==> config.mk <==
export PLATFORM = sky130hd
export DESIGN_NAME = bcd_updown_display
export DESIGN_NICKNAME = d
export VERILOG_FILES = /design/src/rtl/bcd_updown_display.sv
export SDC_FILE = /design/constraint.sdc
export NUM_CORES = 1
export LEC_CHECK = 0
export BUFFER_PORTS_ARGS = -buffer_cell sky130_fd_sc_hd__buf_2
export CAP_MARGIN = 20
export CORE_MARGIN = 2
export CORE_UTILIZATION = 61
export CTS_BUF_LIST = sky130_fd_sc_hd__clkbuf_16
export CTS_CLUSTER_SIZE = 20
export DETAILED_ROUTE_END_ITERATION = 6
export GPL_ROUTABILITY_DRIVEN = 0
export PLACE_DENSITY_LB_ADDON = 0.08
export SLEW_MARGIN = 20
export SYNTH_ARGS = -nofsm -noshare
export SYNTH_HDL_FRONTEND = slang
export SYNTH_SLANG_ARGS = --single-unit
==> constraint.sdc <==
create_clock -name clock50M -period 3.5 [get_ports clock50M]
set_input_delay 0.175 -clock clock50M [delete_from_list [all_inputs] [get_ports clock50M]]
set_output_delay 0.175 -clock clock50M [all_outputs]
set_load 0.005 [all_outputs]
==> src/rtl/bcd_updown_display.sv <==
// N-digit BCD up/down counter with programmable decimal wrap limit, tick-enable divider
// and active-low 7-segment decode with optional leading-zero blanking.
module bcd_updown_display #(
    parameter int unsigned CLK_HZ     = 50_000_000,
    parameter int unsigned TICK_HZ    = 1,
    parameter int unsigned NUM_DIGITS = 2,
    parameter int unsigned MAX_VALUE  = 15,
    parameter bit          BLANK_LZ   = 1'b0
) (
    input  logic                      clock50M,
    input  logic                      reset,
    input  logic                      enable,
    input  logic                      dir,
    input  logic                      clear,
    input  logic                      load,
    input  logic [4*NUM_DIGITS-1:0]   load_bcd,
    output logic [4*NUM_DIGITS-1:0]   bcd,
    output logic [8*NUM_DIGITS-1:0]   seg,
    output logic                      tick,
    output logic                      wrap,
    output logic                      load_err
);

    function automatic logic [4*NUM_DIGITS-1:0] to_bcd(input int unsigned v);
        logic [4*NUM_DIGITS-1:0] r;
        int unsigned             t;
        r = '0;
        t = v;
        for (int k = 0; k < int'(NUM_DIGITS); k++) begin
            r[4*k +: 4] = 4'(t % 10);
            t = t / 10;
        end
        return r;
    endfunction

    function automatic logic [7:0] seg_code(input logic [3:0] d);
        logic [7:0] s;
        case (d)
            4'd0:    s = 8'hC0;
            4'd1:    s = 8'hF9;
            4'd2:    s = 8'hA4;
            4'd3:    s = 8'hB0;
            4'd4:    s = 8'h99;
            4'd5:    s = 8'h92;
            4'd6:    s = 8'h82;
            4'd7:    s = 8'hF8;
            4'd8:    s = 8'h80;
            4'd9:    s = 8'h90;
            default: s = 8'hFF;
        endcase
        return s;
    endfunction

    localparam int unsigned            DIV_COUNT = CLK_HZ / TICK_HZ - 1;
    localparam int unsigned            DIV_W     = $clog2(DIV_COUNT + 1);
    localparam int unsigned            BW        = 4 * NUM_DIGITS;
    localparam logic [DIV_W-1:0]       DIV_MAX   = DIV_W'(DIV_COUNT);
    localparam logic [BW-1:0]          MAX_BCD   = to_bcd(MAX_VALUE);

    logic [DIV_W-1:0] r_div;
    logic [BW-1:0]    r_value;
    logic             r_wrap;
    logic             r_load_err;

    logic             w_tick;
    logic [BW-1:0]    w_inc;
    logic [BW-1:0]    w_dec;
    logic             w_carry;
    logic             w_borrow;
    logic             w_load_ok;
    logic [BW-1:0]    w_next;
    logic             w_wrap_next;
    logic             w_lerr_next;
    logic             w_lead;

    assign w_tick = (r_div == DIV_MAX);

    // Per-digit BCD increment/decrement; wrap cases are handled separately below.
    always_comb begin
        w_inc     = r_value;
        w_dec     = r_value;
        w_carry   = 1'b1;
        w_borrow  = 1'b1;
        w_load_ok = (load_bcd <= MAX_BCD);
        for (int k = 0; k < int'(NUM_DIGITS); k++) begin
            if (w_carry) begin
                if (r_value[4*k +: 4] == 4'd9) begin
                    w_inc[4*k +: 4] = 4'd0;
                end else begin
                    w_inc[4*k +: 4] = r_value[4*k +: 4] + 4'd1;
                    w_carry         = 1'b0;
                end
            end
            if (w_borrow) begin
                if (r_value[4*k +: 4] == 4'd0) begin
                    w_dec[4*k +: 4] = 4'd9;
                end else begin
                    w_dec[4*k +: 4] = r_value[4*k +: 4] - 4'd1;
                    w_borrow        = 1'b0;
                end
            end
            if (load_bcd[4*k +: 4] > 4'd9) begin
                w_load_ok = 1'b0;
            end
        end
    end

    always_comb begin
        w_next      = r_value;
        w_wrap_next = 1'b0;
        w_lerr_next = 1'b0;
        if (clear) begin
            w_next = '0;
        end else if (load) begin
            if (w_load_ok) begin
                w_next = load_bcd;
            end else begin
                w_lerr_next = 1'b1;
            end
        end else if (w_tick && enable) begin
            if (dir) begin
                if (r_value == MAX_BCD) begin
                    w_next      = '0;
                    w_wrap_next = 1'b1;
                end else begin
                    w_next = w_inc;
                end
            end else begin
                if (r_value == '0) begin
                    w_next      = MAX_BCD;
                    w_wrap_next = 1'b1;
                end else begin
                    w_next = w_dec;
                end
            end
        end
    end

    always_ff @(posedge clock50M or negedge reset) begin
        if (!reset) begin
            r_div      <= '0;
            r_value    <= '0;
            r_wrap     <= 1'b0;
            r_load_err <= 1'b0;
        end else begin
            r_div      <= w_tick ? '0 : r_div + 1'b1;
            r_value    <= w_next;
            r_wrap     <= w_wrap_next;
            r_load_err <= w_lerr_next;
        end
    end

    // Scan from the top digit so w_lead stays set only while every higher digit is zero.
    always_comb begin
        seg    = '1;
        w_lead = 1'b1;
        for (int k = int'(NUM_DIGITS) - 1; k >= 0; k--) begin
            w_lead = w_lead && (r_value[4*k +: 4] == 4'd0);
            if (BLANK_LZ && (k != 0) && w_lead) begin
                seg[8*k +: 8] = 8'hFF;
            end else begin
                seg[8*k +: 8] = seg_code(r_value[4*k +: 4]);
            end
        end
    end

    assign bcd      = r_value;
    assign tick     = w_tick;
    assign wrap     = r_wrap;
    assign load_err = r_load_err;

endmodule

==> results by group, run 1 <==
Synth
  • Top cells by area, synth: dfrtp_1, ha_1, nor2_1
  • Largest family of logic cells by synthesized area: simple AND/OR/NAND/NOR gates
  • Mux share of post-synthesis cell area: 5.943%
  • Top-area cell type share of the netlist area: 35.07%
  • Avg Cell Area, Syn: 8.678 sq um
  • Synthesis Warnings: 0
  • EDFF count, synth: 0
  • Async SR Flop Fraction: 100.0%
  • Synthesized cell area: 2569 sq um
  • Number of distinct library cells after synthesis: 59
  • Post-Synth XOR/XNOR Area: 7.501%
  • Synth Instances: 296
  • Post-synth top flop: dfrtp_1
  • Sequential share of the synthesized area: 35.07%
  • Synth Area in Compound Gates: 14.13%
  • Yosys top cell by area: dfrtp_1
  • Adder-Cell Fraction of Synth Area: 5.358%
  • Post-synthesis simple-gate area fraction: 27.76%
  • Yosys reg bits: 36

Power and ir drop
  • Int Power: 0.8471 mW
  • Leakage power: 1.380 nW
  • Sw power: 0.3834 mW
  • Pwr/cell area: 422.4 nW/um^2
  • Combinational share of power: 27.9%
  • Clock Power Share: 33.0%
  • Peak VDD IR: 0.2164 mV
  • Sequential group share of total power: 39.1%
  • Switching Share: 31.15%

Worst setup path
  • Startpoint Class: flop
  • Worst setup path class: flop to output pin
  • Crit-path slowest cell: and4_1
  • Worst path bufs/invs: 2
  • Crit path max fanout: 9
  • Crit-path leading delay family: simple AND/OR/NAND/NOR gates
  • Reg2reg setup slack: 1.07 ns
  • Critical path endpoint category: output pin
  • Largest stage delay, worst path: 0.49 ns
  • Most used cell, CP: and4_1
  • Critical Path RT: 3.32 ns
  • CP Cell Sequence: ha_1 > and4_1 > nor2b_1 > and4_1 > buf_4 > buf_2
  • Critical Path AT: 2.33 ns

GRT
  • Number of global-route vias before repair: 2081
  • First-pass GRT wire length: 9.501 mm
  • Grt ovf: 0
  • GRT Util Overall: 26.69%
  • Maximum number of pins on one net before global-route repair: 37
  • Initial antenna violation count: 0

Timing
  • RSZ-0062 raised after global routing: no
  • Worst slew margin: 48.83%
  • Min Tclk post-route: 2.506 ns
  • Final worst-path cycle share: 71.60%
  • Final Max Tran Viols: 0
  • Final worst slack: 0.9940 ns
  • Clock Skew: 0.002695 ns
  • Final hold slack: -0.02117 ns
  • Maximum clock rate: 399.0 MHz
  • # setup viols final: 0
  • Worst slew pin tran: 0.7617 ns
  • Setup TNS: 0 ns
  • Final hold vios: 36

Status
  • Status: complete, but fails checks
  • Failing checks: hold timing

Floorplanning
  • Site Rows: 23
  • Die Wd: 68.89 um
  • Starting Density: 63.76%
  • Die height: 68.89 um
  • Core region area: 4029 sq um
  • Die ar.: 4746 sq um
  • Ports: 41

Detailed routing
  • Vias per std cell: 6.086
  • Via count: 2331
  • First drt pass iteration count: 5
  • WL per Instance: 15.21 um
  • Starting DRC count in detailed routing: 159
  • Post-DRT Antenna Nets: 0
  • Final WL: 5.825 mm
  • Drt drc: 0

Clock network
  • Worst-Skew Late Latency: 0.27 ns
  • Root buf cell: clkbuf_16
  • Setup Fix Bufs, Post-CTS: 0
  • Clock-pin slew on the worst setup and hold paths: 0.05 ns
  • Cts hold-fix bufs: 0
  • # clock sinks: 36
  • Inserted Clock Buffers: 5
  • CTS tree: done
  • Post-CTS sizing: 0
  • Clock buffer depth: 2
  • CTS HTree Levels: 2

Layout
  • N_diodes: 0
  • Area added between synthesis and finish: 13.39%
  • Most common cell after layout, fill and taps aside: buf_2
  • Ratio of cells with drive above 1 in the final layout: 16.82%
  • Nets: 357
  • Most frequent cells in the layout: buf_2, nor2_1, dfrtp_1, nand2_1, nand3_1

Placed design
  • Dpl hpwl: 4.236 mm
  • Place WS: 1.092 ns
  • PortBufs: 38

Hold path
  • Worst min-delay path class: primary input to asynchronous set/reset pin

Flow run
  • Max-cap violations: 0
[synthesized netlist by cell type (all sizes together) (2+ instances only)]
master and count:
a21o 3, a21oi 18, a31oi 3, and2 2
and3 5, and4 3, buf 7, clkbuf 5
dfrtp 36, ha 11, inv 11, mux2 4
mux2i 10, nand2 28, nand2b 4, nand3 20
nand4 7, nor2 36, nor2b 8, nor3 10
nor3b 3, nor4 2, o21a 2, o21ai 7
o21bai 2, o221ai 2, or2 2, or3 2
xnor2 11, xor2 11
[logic make-up after synthesis]
kind of cell,count (synthesis)
AND/OR/NAND/NOR,139
AO/OA/AOI/OAI,50
flip-flops,36
buffers and inverters,23
XOR/XNOR,22
multiplexers,14
adder cells (fa/ha/maj),11
other,1
[power groups by stage]
stage	sequential, mW	clock [mW]	combinational (mW)
after detailed placement	0.485	0	0.340
after global routing	0.485	0.436	0.384
after CTS	0.479	0.413	0.342
final	0.481	0.406	0.344
after global placement	0.485	0	0.337
after floorplan	0.460	0	0.239
[flip-flops by register name, summed over array words and instances (netlist names)]
register  cells
r_div        26
bcd           8
load_err      1
wrap          1
[worst paths after layout]
kind | endpoint | from | depth (start not counted)
max | tick | r_div[0] | 6
min reg2reg | r_div[23] | r_div[23] | 1
min | r_div[6] | reset | 1
max in group asynchronous | r_div[12] | reset | 1
min in group clock50M | load_err | load_bcd[1] | 4
max reg2reg | bcd[4] | r_div[0] | 7
[routing by layer]
metal | track usage [%] | share of wire [%]
met3 | 4.545 | 6.0
met4 | 11.03 | 0.94
met5 | 0 | 0
met2 | 43.63 | 49
met1 | 34.98 | 44
[worst register-to-register path: cells and delay by family (launching register included)]
kind,cells,cell delay (ns)
AND/OR/NAND/NOR,3,1.10
AO/OA/AOI/OAI,1,0.09
flip-flops,1,0.37
multiplexers,1,0.31
buffers and inverters,1,0.25
adder cells (fa/ha/maj),1,0.21
[area by class of cell]
cell class	instances	area, sq um
Multi-Input combinational cell	238	1567
Fill cell	329	1116
Sequential cell	36	900.9
Timing Repair Buffer	40	205.2
Clock buffer	5	125.1
Tap cell	50	62.56
Inverter	11	41.29
Clock inverter	3	11.26
[through the flow]
stage               util (%)  total power, mW  instances  cell area [sq um]
CTS                    72.30            1.235        383               2913
global route           72.30            1.305        383               2913
floorplan                  -           0.6988        297               2572
finish                 72.30            1.230        383               2913
global placement       68.91           0.8219        375               2776
detailed placement     68.91           0.8259        375               2776
Note: power is estimated with default switching activity, not from simulation.
==> run 2: changes to the inputs <==
CORE_UTILIZATION = 57   (was 61)
clock period = 2.4 ns   (was 3.5 ns; I/O delays follow)
==> results by group, run 2 (synthesis gave the netlist of run 1 again) <==
Layout
  • Nets: 364
  • N_diodes: 0
  • Most frequent cells in the layout: buf_2, nor2_1, dfrtp_1, nand2_1, nand3_1
  • Most common cell after layout, fill and taps aside: buf_2
  • Largest register by flop count: r_div
  • Area added between synthesis and finish: 17.34%
  • Ratio of cells with drive above 1 in the final layout: 19.41%
  • Max FFs per register: 26

Power and ir drop
  • Peak VDD IR: 0.4925 mV
  • Sequential group share of total power: 35.0%
  • Clock Power Share: 37.1%
  • Int Power: 1.370 mW
  • Sw power: 0.5772 mW
  • Leakage power: 1.426 nW
  • Switching Share: 29.65%
  • Combinational share of power: 27.9%
  • Pwr/cell area: 645.9 nW/um^2

Floorplanning
  • Site Rows: 24
  • Die height: 71.13 um
  • Starting Density: 58.99%
  • Ports: 41
  • Die Wd: 71.13 um
  • Die ar.: 5059 sq um
  • Core region area: 4354 sq um

GRT
  • Initial antenna violation count: 0
  • First-pass GRT wire length: 9.604 mm
  • Maximum number of pins on one net before global-route repair: 37
  • Number of global-route vias before repair: 2047
  • Grt ovf: 0
  • GRT Util Overall: 24.04%

Timing
  • Final hold vios: 0
  • Final worst-path cycle share: 92.70%
  • RSZ-0062 raised after global routing: no
  • Clock Skew: 0.003929 ns
  • Worst slew pin tran: 0.7580 ns
  • Worst slew margin: 49.47%
  • Min Tclk post-route: 2.225 ns
  • Setup TNS: 0 ns
  • Final Max Tran Viols: 0
  • Maximum clock rate: 449.5 MHz
  • Final worst slack: 0.1752 ns
  • # setup viols final: 0

Detailed routing
  • Starting DRC count in detailed routing: 115
  • Post-DRT Antenna Nets: 0
  • Via count: 2260
  • WL per Instance: 14.35 um
  • Final WL: 5.625 mm
  • Drt drc: 0
  • Vias per std cell: 5.765
  • First drt pass iteration count: 4

Placed design
  • PortBufs: 38
  • Place WS: 0.1361 ns
  • Dpl hpwl: 4.232 mm

Hold path
  • Worst min-delay path class: primary input to flop

Worst setup path
  • Crit path max fanout: 13
  • Critical Path RT: 2.28 ns
  • Worst setup path class: flop to output pin
  • Startpoint Class: flop
  • Critical path endpoint category: output pin
  • Critical Path AT: 2.10 ns

Clock network
  • Clock buffer depth: 2
  • # clock sinks: 36
  • Clock-pin slew on the worst setup and hold paths: 0.05 ns
  • CTS tree: done
  • Worst-Skew Late Latency: 0.28 ns
  • CTS HTree Levels: 2
  • Setup Fix Bufs, Post-CTS: 0
  • Inserted Clock Buffers: 5
  • Root buf cell: clkbuf_16

Status
  • Status: completed

Flow run
  • Max-cap violations: 0
## run 2: worst paths after layout
path,to,slack (ns),startpoint,cells after the start
setup / recovery,tick,0.18,r_div[10],5
hold / removal,load_err,0.21,load_bcd[1],4
setup reg to reg,bcd[2],0.21,bcd[0],7
hold reg to reg,r_div[23],0.47,r_div[23],1
max in group asynchronous,wrap,1.47,reset,2
min in group asynchronous,r_div[2],0.45,reset,2
## run 2: timing repair
| action | in CTS | in global routing |
|---|---|---|
| setup endpoints to repair | 0 | 2 |
| hold endpoints to repair | 36 | 0 |
| hold buffers | 1 | 0 |
| resized for setup | 0 | 3 |
## run 2: power groups by stage
stage / combinational [mW] / sequential [mW] / clock, mW
floorplan: 0.348 / 0.671 / 0
global placement: 0.528 / 0.687 / 0
detailed placement: 0.533 / 0.687 / 0
CTS: 0.536 / 0.678 / 0.740
global route: 0.613 / 0.686 / 0.763
finish: 0.543 / 0.681 / 0.723
## run 2: layout make-up
class / instances / area [sq um]
fillers: 340 / 1340
repair buffers: 47 / 260.3
flip-flops and latches: 36 / 900.9
multi-input cells: 238 / 1579
well taps: 52 / 65.06
inverters: 11 / 41.29
clock buffers: 5 / 125.1
clock inverters: 3 / 42.54
## run 2: stage by stage
step	hold WS [ns]	instances	power, mW	util (%)	instance area (sq um)
after floorplan	-0.1756	297	1.019	-	2572
after global placement	0.2349	383	1.215	64.86	2824
after detailed placement	0.2370	383	1.219	64.86	2824
after CTS	0.2025	392	1.954	68.94	3002
after global routing	0.2575	392	2.063	69.22	3014
final	0.2097	392	1.947	69.22	3014
## run 2: worst max-delay path, cell delays in order (launching register included)
cell and delay, ns:
dfrtp_1 0.44, or4b_1 0.55, nor3_2 0.10, and4_1 0.34, buf_4 0.25, buf_2 0.14
## run 2: layer usage
layer	global-route usage [%]	wire, um	part of all wire, %	up-vias
li1	-	-	-	1128
met1	33.21	2662	47	1065
met2	37.69	2655	47	59
met3	3.846	208	3.7	8
met4	10.06	98	1.7	0
met5	0	0	0	-
